[src/rtl/nr4sd_pp_accumulator_pkg.sv]
// Shared constants and state encoding for the NR4SD partial-product
// accumulator; reused by the multiplier top and its tests.
package nr4sd_pp_accumulator_pkg;

  localparam int N_PP_DEF  = 8;
  localparam int PP_W_DEF  = 17;
  localparam int OUT_W_DEF = 32;
  localparam int SHIFT_DEF = 2;

  typedef enum logic [1:0] {
    IDLE = 2'd0,
    ACC  = 2'd1,
    DONE = 2'd2
  } acc_state_t;

endpackage

[src/rtl/nr4sd_pp_accumulator_shifter.sv]
// Zero-extends one partial-product row and applies its radix-4 weight.
// Purely combinational.
module nr4sd_pp_shifter
  import nr4sd_pp_accumulator_pkg::*;
#(
  parameter int N_PP  = N_PP_DEF,
  parameter int PP_W  = PP_W_DEF,
  parameter int OUT_W = OUT_W_DEF,
  parameter int SHIFT = SHIFT_DEF,
  parameter int IDX_W = $clog2(N_PP)
) (
  input  logic [PP_W-1:0]  pp,
  input  logic [IDX_W-1:0] idx,
  output logic [OUT_W-1:0] row
);

  assign row = OUT_W'(pp) << (SHIFT * int'(idx));

endmodule

[src/rtl/nr4sd_pp_accumulator.sv]
// Sequential reduction of 8 NR4SD/MB partial products plus the COR word
// into a 32-bit product, one weighted row per cycle.
module nr4sd_pp_accumulator
  import nr4sd_pp_accumulator_pkg::*;
#(
  parameter int N_PP  = N_PP_DEF,
  parameter int PP_W  = PP_W_DEF,
  parameter int OUT_W = OUT_W_DEF,
  parameter int SHIFT = SHIFT_DEF
) (
  input  logic                 clk,
  input  logic                 rst,
  input  logic                 in_valid,
  output logic                 in_ready,
  input  logic [N_PP*PP_W-1:0] pp_flat,
  input  logic [OUT_W-1:0]     cor,
  output logic                 out_valid,
  input  logic                 out_ready,
  output logic [OUT_W-1:0]     product,
  output logic                 busy
);

  localparam int IDX_W = $clog2(N_PP);
  localparam logic [IDX_W-1:0] LAST = IDX_W'(N_PP - 1);

  acc_state_t      state;
  logic [IDX_W-1:0] idx;
  logic [OUT_W-1:0] acc;
  logic [OUT_W-1:0] row;
  logic [OUT_W-1:0] acc_nxt;
  logic [PP_W-1:0]  rows [N_PP];
  logic             accept;

  assign accept = (state == IDLE) && in_valid && in_ready;

  nr4sd_pp_shifter #(
    .N_PP  (N_PP),
    .PP_W  (PP_W),
    .OUT_W (OUT_W),
    .SHIFT (SHIFT),
    .IDX_W (IDX_W)
  ) u_shift (
    .pp  (rows[idx]),
    .idx (idx),
    .row (row)
  );

  // Wrap-around is intended: COR relies on modular arithmetic.
  assign acc_nxt = acc + row;

  always_ff @(posedge clk) begin
    if (accept) begin
      for (int i = 0; i < N_PP; i++) begin
        rows[i] <= pp_flat[i*PP_W +: PP_W];
      end
    end
  end

  always_ff @(posedge clk or posedge rst) begin
    if (rst) begin
      state     <= IDLE;
      idx       <= '0;
      acc       <= '0;
      in_ready  <= 1'b1;
      out_valid <= 1'b0;
      busy      <= 1'b0;
      product   <= '0;
    end else begin
      unique case (state)
        IDLE: begin
          if (accept) begin
            acc      <= cor;
            idx      <= '0;
            state    <= ACC;
            in_ready <= 1'b0;
            busy     <= 1'b1;
          end
        end
        ACC: begin
          acc <= acc_nxt;
          if (idx == LAST) begin
            state     <= DONE;
            out_valid <= 1'b1;
            product   <= acc_nxt;
          end else begin
            idx <= idx + 1'b1;
          end
        end
        DONE: begin
          if (out_ready) begin
            state     <= IDLE;
            idx       <= '0;
            out_valid <= 1'b0;
            busy      <= 1'b0;
            in_ready  <= 1'b1;
          end
        end
        default: state <= IDLE;
      endcase
    end
  end

endmodule

[config.mk]
export PLATFORM = sky130hd
export DESIGN_NAME = nr4sd_pp_accumulator
export DESIGN_NICKNAME = d
export VERILOG_FILES = /design/src/rtl/nr4sd_pp_accumulator_pkg.sv /design/src/rtl/nr4sd_pp_accumulator_shifter.sv /design/src/rtl/nr4sd_pp_accumulator.sv
export SDC_FILE = /design/constraint.sdc
export NUM_CORES = 1
export LEC_CHECK = 0
export ABC_AREA = 1
export ABC_CLOCK_PERIOD_IN_PS = 5900
export BUFFER_PORTS_ARGS = -buffer_cell sky130_fd_sc_hd__buf_2
export CAP_MARGIN = 30
export CORE_MARGIN = 2
export CORE_UTILIZATION = 55
export DETAILED_ROUTE_END_ITERATION = 10
export PLACE_DENSITY = 0.91
export SLEW_MARGIN = 20
export SYNTH_ARGS = -nofsm -noshare
export SYNTH_HDL_FRONTEND = slang
export SYNTH_HIERARCHICAL = 1
export SYNTH_SLANG_ARGS = --single-unit
[constraint.sdc]
create_clock -name clk -period 5.9 [get_ports clk]
set_input_delay 0.295 -clock clk [delete_from_list [all_inputs] [get_ports clk]]
set_output_delay 0.295 -clock clk [all_outputs]
set_load 0.02 [all_outputs]
[After elaboration in Yosys (flattened, before gate mapping)]
Memories as Yosys holds them, arrays and structs flattened.
Index checks and enable logic that the tools add are counted.
Operators by class
  add/subtract/negate cells: 2
  multipliers: 0
  divide/modulo/power cells: 0
  order comparisons: 0
  equality and inequality tests: 7
  shift operators: 1
  muxes and demuxes: 20
  bitwise logic cells: 0
  reductions and logical operators: 13
Operator list (number)
  one-hot mux 32 bit (2 select lines): 1
  adder 32 bit: 1
  two-way mux 32 bit: 1
  << shifter 17 x 4 -> 32 bit: 1
  two-way mux 3 bit: 3
  one-hot mux 3 bit (3 select lines): 1
  AND reduction 3 bit: 3
  inequality test 2 bit, second input constant: 4
  two-way mux 1 bit: 7
  two-way mux 2 bit: 3
  one-hot mux 1 bit (2 select lines): 3
  one-hot mux 2 bit (3 select lines): 1
  nonzero test 2 bit: 3
  AND reduction 2 bit: 2
  AND reduction 4 bit: 1
  adder 3 x 1 -> 3 bit, second input constant: 1
  equality test 3 bit, second input constant: 1
  nonzero test 3 bit: 1
  equality test 2 x 1 -> 1 bit, second input constant: 1
  equality test 2 bit, second input constant: 1
  logical AND 1 bit: 2
  logical NOT 2 bit: 1
Word-level totals
  bits in registers: 72
  latch bits: 0
  bits in writable memories: 136
  ROM bits: 0
  bits of input ports: 172
  output and inout port bits: 35
  word-level logic and storage cells: 51
  memories kept: 1
Memories
  rows: words 8, width 17, read ports 1, clocked after Yosys merged registers in 0, write ports 8, line nr4sd_pp_accumulator.sv:31  | logic [PP_W-1:0] rows [N_PP];

[Logic depth before layout (Yosys ltp)]
Gate-level depths: netlist (run 1).
  depth in word-level cells: 5
  mapped depth: 25

[Modules after synthesis]
Netlist (run 1), hierarchy kept.
Modules (own cells, without submodules)
  nr4sd_pp_accumulator: instances 1, cells each 1257, area an instance 10682.7 um2, seq. area each 5886.9 um2
  nr4sd_pp_shifter: instances 1, cells each 157, area an instance 733.2 um2, seq. area each 0.0 um2

[Worst setup path after synthesis (run 1)]
No wires, ideal clock.
  kind: reg-to-reg
  from: reg in_ready
  to: reg acc[10]
  arrival: 4140 ps
  slack: 1682 ps
  stages on the path, launching flop included: 8
  path buffers: 1
  period minus slack after synthesis: 4218 ps
  cell sequence: dfstp_2 > nand3_1 > inv_1 > nor2_2 > inv_1 > buf_2 > nor2_1 > a21oi_1
Between the ends
  word-level cells in the longest chain between the ends: 3
RTL lines
  from (decl): line nr4sd_pp_accumulator.sv:14  | output logic in_ready,
  from (signal assigned): line nr4sd_pp_accumulator.sv:64  | in_ready <= 1'b1;
  from (signal assigned): line nr4sd_pp_accumulator.sv:75  | in_ready <= 1'b0;
  from (signal assigned): line nr4sd_pp_accumulator.sv:95  | in_ready <= 1'b1;
  logical AND 1 bit: line nr4sd_pp_accumulator.sv:34  | assign accept = (state == IDLE) && in_valid && in_ready;
  net accept: line nr4sd_pp_accumulator.sv:32  | logic accept;
  inequality test 2 bit (no line)
  AND reduction 2 bit (no line)
  to (signal assigned): line nr4sd_pp_accumulator.sv:72  | acc <= cor;
  to (signal assigned): line nr4sd_pp_accumulator.sv:80  | acc <= acc_nxt;
  to (decl): line nr4sd_pp_accumulator.sv:28  | logic [OUT_W-1:0] acc;
The timed path passes the listed nets, and every way through them passes these cells.
A chain may end at the register's enable or synchronous reset.

[Worst setup path after layout (run 1)]
  from: reg idx[2]
  to: reg product[25]
Between the ends
  word-level cells in the longest chain between the ends: 3
RTL lines
  from (decl): line nr4sd_pp_accumulator.sv:27  | logic [IDX_W-1:0] idx;
  from (signal assigned): line nr4sd_pp_accumulator.sv:86  | idx <= idx + 1'b1;
  memory read (8 x 17 bit)
  << shifter 17 x 4 -> 32 bit (*): line nr4sd_pp_accumulator_shifter.sv:17  | assign row = OUT_W'(pp) << (SHIFT * int'(idx));
  net row[22]: line nr4sd_pp_accumulator.sv:29  | logic [OUT_W-1:0] row;
  adder 32 bit (*): line nr4sd_pp_accumulator.sv:49  | assign acc_nxt = acc + row;
  to (signal assigned): line nr4sd_pp_accumulator.sv:84  | product <= acc_nxt;
  to (decl): line nr4sd_pp_accumulator.sv:19  | output logic [OUT_W-1:0] product,
Mark *: on every way through the listed nets, which the timed path passes. The rest lies on a longest branch.

==> metrics.md, run 1 <==
| Metric | Value |
|---|---|
| Status | `finished clean` |
| Global-route wire length before repair | `62900 um` |
| Reg power frac | `0.492` |
| H-tree depth | `1` |
| PostCTS Resize Cnt | `0` |
| Largest family of logic cells by synthesized area | `simple AND/OR/NAND/NOR gates` |
| Share of cells above drive strength 1 | `0.159` |
| Clock share of power | `0.455` |
| DRC errors left | `0` |
| Switch share | `0.225` |
| Rows | `52` |
| Simple-gate portion of the synthesized area | `0.282` |
| Die Y | `148 um` |
| Number of port buffers | `206` |
| Max clock buf depth | `3` |
| Post-synthesis mux area share | `0` |
| CP endpoint kind | `flop` |
| Comb pwr share | `0.053` |
| Clk_lat worst skew | `roughly 550 ps` |
| Antenna violations before repair | `2` |
| Min-delay worst type | `in -> reg` |
| # nets final | `1944` |
| Sequential area share after synthesis | `0.516` |
| Via/cell ratio | `about 5.8` |
| Clock transition at path regs | `70 ps` |
| GPL Wtd Cong | `~0.96` |
| FILL cells | `~1400` |
| Area growth, synth to finish | `28.8%` |
| Clock Skew | `29.2 ps` |
| Ys flop type | `edfxtp_1` |
| Final setup viols | `0` |
| Critical Path AT | `4740 ps` |
| Worst Hold Depth | `4` |
| FF+latch count, synth | `about 210` |
| Slew margin rel. | `0.369` |
| Post-Synth XOR/XNOR Area | `0.0142` |
| Cells after synthesis | `between 1000 and 1500` |
| Largest net degree at the start of global routing | `92` |
| Yosys Warn Count | `6` |
| RSZ-0062 raised after global routing | `false` |
| Routed WL per cell | `approximately 21 um` |
| Register area | `approximately 6000 sq um` |
| Crit share post-route | `0.734` |
| FF-to-FF setup slack | `~1600 ps` |
| Required @ worst endpoint | `around 6300 ps` |
| Largest cells by area after synthesis | `edfxtp_1 (36%), dfrtp_1 (16%), nand2_1 (15%)` |
| Vias post-DR | `11716` |
| Post-Synthesis Mean Instance Area | `between 8 and 9 sq um` |
| Mapped cell area | `about 11000 sq um` |
| Detail Route Antenna Nets | `0` |
| Drt total wl | `41600 um` |
| Number of CTS-inserted buffers | `23` |
| Final hold vios | `0` |
| Worst R2R Path Depth | `18` |
| Net count after synthesis | `around 1600` |
| IO Count | `207` |
| Worst-margin pin slew | `approximately 950 ps` |
| GRT overflow | `0` |
| Element type at the critical path start | `flop` |
| Slew Limit Fails | `0` |
| Switching pwr | `0.712 mW` |
| Unique cell type count in the Yosys netlist | `40` |
| Die width | `approximately 150 um` |
| Detail Placement HPWL | `23300 um` |
| Critical Path Fanout Max | `26` |
| Die area | `21900 sq um` |
| Max-Cap Viols | `0` |
| Final TNS setup | `0 ps` |
| Vias in the first global route | `11324` |
| Clock Sinks | `208` |
| Area share of fa/ha/maj cells after synthesis | `0.0379` |
| Starting Density | `0.562` |
| Pre-CTS setup slack | `1880 ps` |
| Initial DRT Pass Iterations | `7` |
| Compound-Gate Fraction of Synth Area | `0.0803` |
| Yosys top cell area share | `0.358` |
| Total core area | `20300 sq um` |
| Hold WS | `95.5 ps` |
| Synth async-reset ratio | `0.346` |
| FMAX | `~0.23 GHz` |
| Tot Pwr | `3.16 mW` |
| DRT iter0 DRCs | `1485` |
| CP Class | `reg -> reg` |
| Minimum clock period | `4330 ps` |
| Leak Pwr | `slightly above 7 nW` |
| Internal power | `2.45 mW` |
| CTS root buf | `clkbuf_16` |
| Area taken by multi-input logic gates | `4730 sq um` |
| Peak VDD IR | `approximately 0.00024 V` |
| GRT Overall Usage | `0.374` |
| Leading area contributor after synthesis | `edfxtp_1` |
| CTS tree | `yes` |
| PnR worst setup slack | `1570 ps` |
| EDFF count, synth | `136` |
| Post-Route Utilization | `0.724` |
| Power per cell area | `around 220 nW/um^2` |
## synth_stat cells, drive strengths merged, types with 18 or more instances
cell type  instances
nand2            457
nor2             217
inv              135
edfxtp           136
nand3             95
clkbuf            27
buf               29
dfrtp             71
a21oi             28
o21ai             98
ha                33
o22ai             18
## logic make-up after synthesis
family | count (synthesis)
buf+inv | 192
flops | 208
xor+xnor | 16
simple gates | 793
other cells | 1
fa+ha+maj | 34
compound gates | 170
## final timing paths
path | startpoint | endpoint
setup / recovery | idx[2]$_DFFE_PP0P_ | product[25]$_DFFE_PP0P_
min in group asynchronous | rst | idx[2]$_DFFE_PP0P_
max in group asynchronous | rst | in_ready$_DFFE_PP1P_
hold / removal | out_ready | state[1]$_DFFE_PP0P_
setup reg to reg | idx[2]$_DFFE_PP0P_ | product[25]$_DFFE_PP0P_
hold reg to reg | product[30]$_DFFE_PP0P_ | product[30]$_DFFE_PP0P_
## state kept, by name (all words and copies together), names as in the netlist
| signal | count |
|---|---|
| idx | 3 |
| in_ready | 1 |
| rows | 136 |
| out_valid | 1 |
| busy | 1 |
| state | 2 |
| product | 32 |
| acc | 32 |
## repair_timing
item | in CTS | in global routing
buffers inserted | 0 | 0
hold endpoints to repair | 136 | 22
hold buffers | 136 | 1
## per-stage QoR
step           instance area (sq um)  std cells
2_1_floorplan                  11400       1414
3_3_place_gp                   12600       1845
3_5_place_dp                   12600       1845
4_1_cts                        14700       2020
5_1_grt                        14700       2024
6_report                       14700       2024
## layout by cell type (no fill, tap or decap), types with 17 or more instances in the layout
| master | Yosys | routed |
|---|---|---|
| inv_1 | 132 | 129 |
| ha_1 | 33 | 33 |
| buf_2 | 19 | 206 |
| o22ai_1 | 18 | 18 |
| nor2_1 | 212 | 212 |
| edfxtp_1 | 136 | 136 |
| dlygate4sd3_1 | 0 | 137 |
| nand2_1 | 451 | 451 |
| clkbuf_16 | 0 | 23 |
| dfrtp_1 | 71 | 69 |
| a21oi_1 | 28 | 28 |
| nand3_1 | 89 | 89 |
| o21ai_0 | 96 | 96 |
| a31oi_1 | 17 | 17 |
## power groups by stage
stage	Sequential, mW	Clock (mW)	Combinational [mW]
6_report	1.56	1.44	0.169
5_1_grt	1.55	1.49	0.176
4_1_cts	1.56	1.38	0.147
3_5_place_dp	1.59	0	0.0779
3_3_place_gp	1.59	0	0.0760
2_1_floorplan	1.59	0	0.0113
## layer usage
metal	GRT usage	share of wire
met1	0.473	0.36
met2	0.601	0.45
met3	0.0718	0.11
met4	0.224	0.075
met5	0	0
## critical path, stage by stage (launching register included)
cell and delay, ps:
dfrtp_1 890, clkinv_1 620, buf_4 390, nor2_1 170
a31oi_1 90, nand2_1 130, nand3_1 110, nand3_1 130
nand2_1 110, ha_1 440, nand2_1 160, nor2_1 240
nand2_1 110, nor2_1 110, nand2_1 90, nand3_1 130
nand2_1 110, nand2_1 80, nand2_1 60
## final cells by class
type | instances | area share
flip-flops and latches | 208 | 0.401
multi-input cells | 1014 | 0.322
repair buffers | 355 | 0.171
clock buffers | 31 | 0.0425
inverters | 136 | 0.0349
well taps | 270 | 0.0230
clock inverters | 8 | 0.00579
diodes | 2 | 0.000340
(Power assumes the default switching activity.)
==> run 2, diff against run 1 <==
ABC_AREA = 0   (was 1)
ABC_CLOCK_PERIOD_IN_PS = 3750   (was 5900)
CORE_UTILIZATION = 51   (was 55)
PLACE_DENSITY = 0.89   (was 0.91)
clock period = 3.75 ns   (was 5.9 ns; I/O delays follow)
==> metrics.md, run 2 <==
| Metric | Value |
|---|---|
| DP Cell Count | `1430 (-22%)` |
| Final hold vios | `0 (unchanged)` |
| Most common cell in the netlist | `edfxtp_1` |
| Drt total wl | `47400 um (+14%)` |
| Vias in the first global route | `10212 (-9.8%)` |
| Max clock buf depth | `3 (unchanged)` |
| FF+latch count, synth | `208 (unchanged)` |
| Global-route wire length before repair | `60100 um (-4.3%)` |
| Hold WS | `31.1 ps (-64.4 ps)` |
| Critical Path AT | `4780 ps (+40 ps)` |
| Worst R2R Path Depth | `15 (-3)` |
| Die Y | `150 um (+1.4%)` |
| GRT overflow | `0 (unchanged)` |
| Buf/Inv on CP | `3 (+1)` |
| Element type at the critical path start | `flop` |
| CTS root buf | `clkbuf_16` |
| Hold Crit Endpoint | `acc[27]$_DFFE_PP0P_` |
| Number of CTS-inserted buffers | `22 (-4.3%)` |
| Die area | `22500 sq um (+2.8%)` |
| Clock Sinks | `208 (unchanged)` |
| Largest net degree at the start of global routing | `138 (+50%)` |
| Hold Crit Start | `cor[27]` |
| Detail Route Antenna Nets | `0 (unchanged)` |
| Net count after synthesis | `1079 (-33%)` |
| Final setup viols | `58 (+58)` |
| Critical Path Fanout Max | `5 (-81%)` |
| FF-to-FF setup slack | `-650 ps (-2220 ps)` |
| Reg2reg start | `idx[0]$_DFFE_PP0P_` |
| CTS tree | `yes` |
| DRT iter0 DRCs | `1464 (-1.4%)` |
| Total core area | `21000 sq um (+3.6%)` |
| Unique cell type count in the Yosys netlist | `71 (+78%)` |
| Crit share post-route | `1.17 (+0.440)` |
| FMAX | `0.227 GHz (-1.7%)` |
| Non-Filler Instances | `1675 (-17%)` |
| Routed WL per cell | `28.3 um (+38%)` |
| Synth async-reset ratio | `0.346 (unchanged)` |
| Sequential area share after synthesis | `0.541 (+0.0249)` |
| Leading area contributor after synthesis | `edfxtp_1` |
| GPL Wtd Cong | `0.932 (-3.2%)` |
| Peak VDD IR | `0.000776 V (+230%)` |
| Post-Route Utilization | `0.810 (+0.0858)` |
| Vias post-DR | `10898 (-7.0%)` |
| Tot Pwr | `20.5 mW (+550%)` |
| EDFF count, synth | `136 (unchanged)` |
| Die width | `150 um (+1.4%)` |
| Leak Pwr | `6.85 nW (-5.3%)` |
| Most frequent cells in the layout | `buf_2 (206), dlygate4sd3_1 (165), buf_4 (137)` |
| H-tree depth | `1 (unchanged)` |
| Required @ worst endpoint | `4120 ps (-2190 ps)` |
| Worst path top cell family by delay | `multiplexers` |
| CP Class | `reg -> reg` |
| CP endpoint kind | `flop` |
| DRC errors left | `0 (unchanged)` |
| Slowest stage cell, crit path | `dfrtp_4` |
| Top flop regs | `rows: 136 flops, acc: 32 flops, product: 32 flops` |
| Worst Hold Depth | `3 (-1)` |
| Largest cells by area after synthesis | `edfxtp_1 (38%), dfrtp_1 (16%), mux4_2 (7.0%)` |
| Area growth, synth to finish | `56.4%` |
| Share of cells above drive strength 1 | `0.462 (+0.303)` |
| Number of port buffers | `206 (unchanged)` |
| # nets final | `1590 (-18%)` |
| Mapped cell area | `10900 sq um (-4.6%)` |
| Rows | `53 (+1.9%)` |
| Slew Limit Fails | `0 (unchanged)` |
| Initial DRT Pass Iterations | `8 (+1)` |
| GRT Overall Usage | `0.353 (-0.0212)` |
| Critical path cell sequence | `buf_4, buf_12, mux4_2, mux2_2, mux2_4, mux2i_1, buf_4, mux2i_2, ha_1, nand2_2, o21ai_1, nor2_1, a21o_4, a2111oi_4, a2111oi_4` |
| RSZ-0062 raised after global routing | `true` |
| Slowest stage delay, CP | `540 ps (-350 ps)` |
| Power per cell area | `1200 nW/um^2 (+460%)` |
| Antenna violations before repair | `1 (-1)` |
| Starting Density | `0.518 (-0.0443)` |
| Most common cell after layout, fill and taps aside | `buf_2` |
| Yosys top cell area share | `0.375 (+0.0173)` |
| Max-Cap Viols | `0 (unchanged)` |
| Largest Register | `rows` |
| PnR worst setup slack | `-652 ps (-2220 ps)` |
| Crit Reg-Reg Endpoint | `acc[30]$_DFFE_PP0P_` |
| Worst-margin pin slew | `852 ps (-95.2 ps)` |
| Via/cell ratio | `6.51 (+12%)` |
| Slew margin rel. | `0.432 (+0.0635)` |
| IO Count | `207 (unchanged)` |
| Status | `finished with violations` |
| Detail Placement HPWL | `21900 um (-6.1%)` |
| Min-delay worst type | `in -> reg` |
| Max FFs per register | `136 (unchanged)` |
| Failing checks | `setup timing` |
| Clock Skew | `14.7 ps (-14.5 ps)` |
| Commonest cells in the netlist | `edfxtp_1 (136), nand2_1 (80), dfrtp_1 (71)` |
| Yosys Warn Count | `6 (unchanged)` |
| Post-Synthesis Mean Instance Area | `12.5 sq um (+55%)` |
| Clk_lat worst skew | `550 ps (about the same)` |
| Ys flop type | `edfxtp_1` |
| Cells after synthesis | `873 (-38%)` |
| Minimum clock period | `4400 ps (+73.3 ps)` |
| Clock transition at path regs | `70 ps (about the same)` |
-- run 2: cell count changes in the layout (fill, tap and decap cells not counted), moves of 24 or more --
| cell | before | now |
|---|---|---|
| nand3_1 | 89 | 10 |
| inv_1 | 129 | 11 |
| nor2b_1 | 0 | 31 |
| a211oi_1 | 0 | 26 |
| buf_4 | 11 | 137 |
| o21ai_0 | 96 | 17 |
| nand2_1 | 451 | 71 |
| nor2_1 | 212 | 31 |
| mux2_4 | 0 | 24 |
| dlygate4sd3_1 | 137 | 165 |
| mux4_2 | 0 | 34 |
-- run 2: stage by stage --
stage | area (sq um) | TNS (ps) | setup WS (ps)
2_1_floorplan | 11000 | -117 | -66.1
3_3_place_gp | 13100 | -8070 | -420
3_5_place_dp | 13100 | -10970 | -487
4_1_cts | 15900 | -5270 | -255
5_1_grt | 17000 | -23180 | -684
6_report | 17000 | -20460 | -652
-- run 2: per-layer routing --
metal | wire length (um) | up-vias | part of all wire | global-route usage
met4 | 3880 | 0 | 0.082 | 0.147
met1 | 15900 | 5142 | 0.34 | 0.460
met2 | 21600 | 1110 | 0.46 | 0.580
met3 | 5930 | 300 | 0.13 | 0.0715
li1 | - | 4346 | - | -
met5 | 0 | - | 0 | 0
-- run 2: worst register-to-register path: cells and delay by family, from the launching register on --
kind	cells	cell delay (ps)
fa+ha+maj	1	390
compound gates	4	1160
mux	5	1380
buf+inv	3	490
flops	1	540
simple gates	2	270
-- run 2: report_power, final --
part / internal [mW] / total (mW) / switching [mW]
Sequential: 2.83 / 3.17 / 0.345
Clock: 1.19 / 2.25 / 1.06
Combinational: 7.11 / 15.1 / 7.95
Total: 11.1 / 20.5 / 9.36
-- run 2: worst max path at each step --
stage	cells past startpoint	start	slack, ps	to
2_1_floorplan	16	idx[0]$_DFFE_PP0P_	-70	product[26]$_DFFE_PP0P_
3_3_place_gp	14	idx[0]$_DFFE_PP0P_	-420	product[29]$_DFFE_PP0P_
3_5_place_dp	14	idx[0]$_DFFE_PP0P_	-490	product[31]$_DFFE_PP0P_
4_1_cts	14	idx[0]$_DFFE_PP0P_	-250	product[31]$_DFFE_PP0P_
5_1_grt	15	idx[0]$_DFFE_PP0P_	-680	acc[30]$_DFFE_PP0P_
6_report	15	idx[0]$_DFFE_PP0P_	-650	acc[30]$_DFFE_PP0P_
-- run 2: cell families (layout without fill, tap and decap cells) --
family                   after synthesis  after routing  share of synthesized area
adder cells (fa/ha/maj)               34             34                     0.0398
multiplexers                          97             97                      0.144
AO/OA/AOI/OAI                        212            212                      0.124
other                                  1              2                   0.000344
AND/OR/NAND/NOR                      226            226                      0.101
XOR/XNOR                              25             25                     0.0201
flip-flops                           208            208                      0.541
buffers and inverters                 70            596                     0.0306
-- run 2: layout make-up --
type	instances	area, sq um
diodes	1	2.50
clock buffers	26	576
clock inverters	13	129
fillers	929	3990
inverters	15	56.3
multi-input cells	595	5820
flip-flops and latches	208	5890
well taps	275	344
repair buffers	542	4210
-- run 2: what timing repair did --
item | 4_1_cts | 5_1_grt
buffers inserted | 13 | 29
endpoints found under the setup margin | 46 | 56
resized for setup | 70 | 179
pin swaps | 27 | 76
endpoints found under the hold margin | 235 | 0
gates cloned | 0 | 3
hold buffers | 165 | 0
==> run 3, diff against run 2 <==
CORE_MARGIN = 3   (was 2)
SKIP_CTS_REPAIR_TIMING = 1   (was default)
==> metrics.md, run 3 (synthesis results as in run 2) <==
| Metric | Value |
|---|---|
| Buf/Inv on CP | `2 (-1)` |
| Switch share | `0.445 (-0.0117)` |
| Minimum clock period | `4370 ps (-33.5 ps)` |
| Worst Hold Depth | `3 (unchanged)` |
| Element type at the critical path start | `flop` |
| Reg2reg start | `idx[0]$_DFFE_PP0P_` |
| GRT Overall Usage | `0.248 (-0.105)` |
| Global-route wire length before repair | `46100 um (-23%)` |
| CTS root buf | `clkbuf_16` |
| Final hold vios | `8 (+8)` |
| Worst R2R Path Depth | `14 (-1)` |
| Max clock buf depth | `3 (unchanged)` |
| Worst-margin pin slew | `885 ps (+33.0 ps)` |
| Clock Sinks | `208 (unchanged)` |
| Status | `finished with violations` |
| Drt total wl | `42400 um (-10%)` |
| Slew Limit Fails | `0 (unchanged)` |
| Power per cell area | `1130 nW/um^2 (-6.0%)` |
| Starting Density | `0.528 (+0.00996)` |
| IO Count | `207 (unchanged)` |
| Leak Pwr | `6.61 nW (-3.5%)` |
| Hold WS | `-26.8 ps (-57.8 ps)` |
| Vias post-DR | `10416 (-4.4%)` |
| Non-Filler Instances | `1629 (-2.7%)` |
| Share of cells above drive strength 1 | `0.425 (-0.0364)` |
| CP Class | `reg -> reg` |
| Area growth, synth to finish | `48.9%` |
| Critical path cell sequence | `buf_12, buf_4, mux4_2, mux2_2, mux2_4, mux2i_1, mux2i_1, ha_1, nand2_2, a211o_1, a31o_4, a21o_4, or4_1, nand3_1` |
| DP Cell Count | `1417 (-0.91%)` |
| Most common cell after layout, fill and taps aside | `buf_2` |
| Detail Route Antenna Nets | `0 (unchanged)` |
| Slowest stage cell, crit path | `dfrtp_4` |
| Clk_lat worst skew | `520 ps (-30 ps)` |
| Die Y | `152 um (+1.3%)` |
| Required @ worst endpoint | `4200 ps (+80 ps)` |
| Internal power | `10.2 mW (-8.5%)` |
| CP most frequent cell | `mux2i_1` |
| # nets final | `1550 (-2.5%)` |
| Routed WL per cell | `26.0 um (-7.9%)` |
| Number of port buffers | `206 (unchanged)` |
| CTS tree | `yes` |
| CP endpoint kind | `flop` |
| GRT overflow | `0 (unchanged)` |
| Rows | `52 (-1.9%)` |
| Post-Route Utilization | `0.786 (-0.0237)` |
| Via/cell ratio | `6.39 (-1.7%)` |
| Min-delay worst type | `in -> reg` |
| Clock share of power | `0.124 (+0.014)` |
| Reg power frac | `0.171 (+0.016)` |
| FF-to-FF setup slack | `-620 ps (+30 ps)` |
| RSZ-0062 raised after global routing | `true` |
| Top flop regs | `rows: 136 flops, acc: 32 flops, product: 32 flops` |
| DRT iter0 DRCs | `1328 (-9.3%)` |
| Die area | `23100 sq um (+2.7%)` |
| Worst path top cell family by delay | `multiplexers` |
| Max FFs per register | `136 (unchanged)` |
| Initial DRT Pass Iterations | `5 (-3)` |
| Number of CTS-inserted buffers | `21 (-4.5%)` |
| GPL Wtd Cong | `0.933 (+0.18%)` |
| Most frequent cells in the layout | `buf_2 (206), dlygate4sd3_1 (149), edfxtp_1 (136)` |
| Crit share post-route | `1.17 (-0.00893)` |
| # diodes | `0 (-1)` |
| Hold Crit Start | `cor[7]` |
| Hold Crit Endpoint | `acc[7]$_DFFE_PP0P_` |
| Comb pwr share | `0.705 (-0.030)` |
| Switching pwr | `8.17 mW (-13%)` |
| Clock transition at path regs | `70 ps (about the same)` |
| Max-Cap Viols | `0 (unchanged)` |
| Detail Placement HPWL | `22000 um (+0.38%)` |
| Critical Path Fanout Max | `6 (+1)` |
| Total core area | `20600 sq um (-1.9%)` |
| Critical Path AT | `4820 ps (+40 ps)` |
| Die width | `152 um (+1.3%)` |
| H-tree depth | `1 (unchanged)` |
| Final setup viols | `54 (-6.9%)` |
| PnR worst setup slack | `-619 ps (+33.5 ps)` |
| Clock Skew | `18.7 ps (+4.00 ps)` |
| Vias in the first global route | `8493 (-17%)` |
| Largest Register | `rows` |
| Slowest stage delay, CP | `530 ps (about the same)` |
| FMAX | `0.229 GHz (+0.77%)` |
| Largest net degree at the start of global routing | `156 (+13%)` |
| Crit Reg-Reg Endpoint | `product[26]$_DFFE_PP0P_` |
| Slew margin rel. | `0.410 (-0.0220)` |
| Failing checks | `hold timing, setup timing` |
| DRC errors left | `0 (unchanged)` |
| Peak VDD IR | `0.000694 V (-11%)` |
| Antenna violations before repair | `0 (-1)` |
## run 3: changes by cell type in the layout (fill, tap and decap cells not counted), sizes merged
cell         previous run  this run
buf                   374       352
dlygate4sd3           165       149
clkbuf                 29        24
bufinv                  1         4
clkinv                  8         7
clkinvlp                2         3
diode                   1         0
## run 3: routing by layer
metal	track usage	share of wire	wire length (um)
met1	0.339	0.36	15300
met2	0.411	0.47	19800
met3	0.0477	0.11	4810
met4	0.0702	0.057	2430
met5	0	0	0
## run 3: cell type report
class,instances,area (sq um)
Clock buffer,22,529
Fill cell,966,4400
Tap cell,270,338
Timing Repair Buffer,503,3800
Sequential cell,208,5890
Inverter,15,56.3
Clock inverter,16,185
Multi-Input combinational cell,595,5420
## run 3: worst max path at each step
stage | cells past startpoint | slack [ps] | to | start
2_1_floorplan | 16 | -70 | product[26]$_DFFE_PP0P_ | idx[0]$_DFFE_PP0P_
3_3_place_gp | 15 | -380 | product[31]$_DFFE_PP0P_ | idx[0]$_DFFE_PP0P_
3_5_place_dp | 15 | -440 | acc[31]$_DFFE_PP0P_ | idx[0]$_DFFE_PP0P_
4_1_cts | 15 | -480 | acc[31]$_DFFE_PP0P_ | idx[0]$_DFFE_PP0P_
5_1_grt | 14 | -660 | acc[30]$_DFFE_PP0P_ | idx[0]$_DFFE_PP0P_
6_report | 14 | -620 | product[26]$_DFFE_PP0P_ | idx[0]$_DFFE_PP0P_
## run 3: power groups by stage
stage	clock network [mW]	logic, mW	registers (mW)
finish	2.27	12.9	3.14
global route	2.36	13.5	3.17
CTS	2.23	9.39	3.10
detailed placement	0	9.31	3.14
global placement	0	9.18	3.12
floorplan	0	5.73	3.20
## run 3: stage by stage
step                      power (mW)  setup TNS (ps)  setup slack [ps]  hold slack (ps)  cell area [sq um]
final                           18.3          -21830              -619            -26.8              16200
after CTS                       14.7          -11900              -485             -170              13800
after floorplan                 8.92            -117             -66.1              286              11000
after detailed placement        12.4           -9880              -439              362              13000
after global routing            19.0          -24250              -663             9.61              16200
after global placement          12.3           -8580              -382              362              13000
## run 3: tightest hold or removal path: stages
cell      delay [ps]
buf_2             80
a211oi_1          50
a21oi_1          120
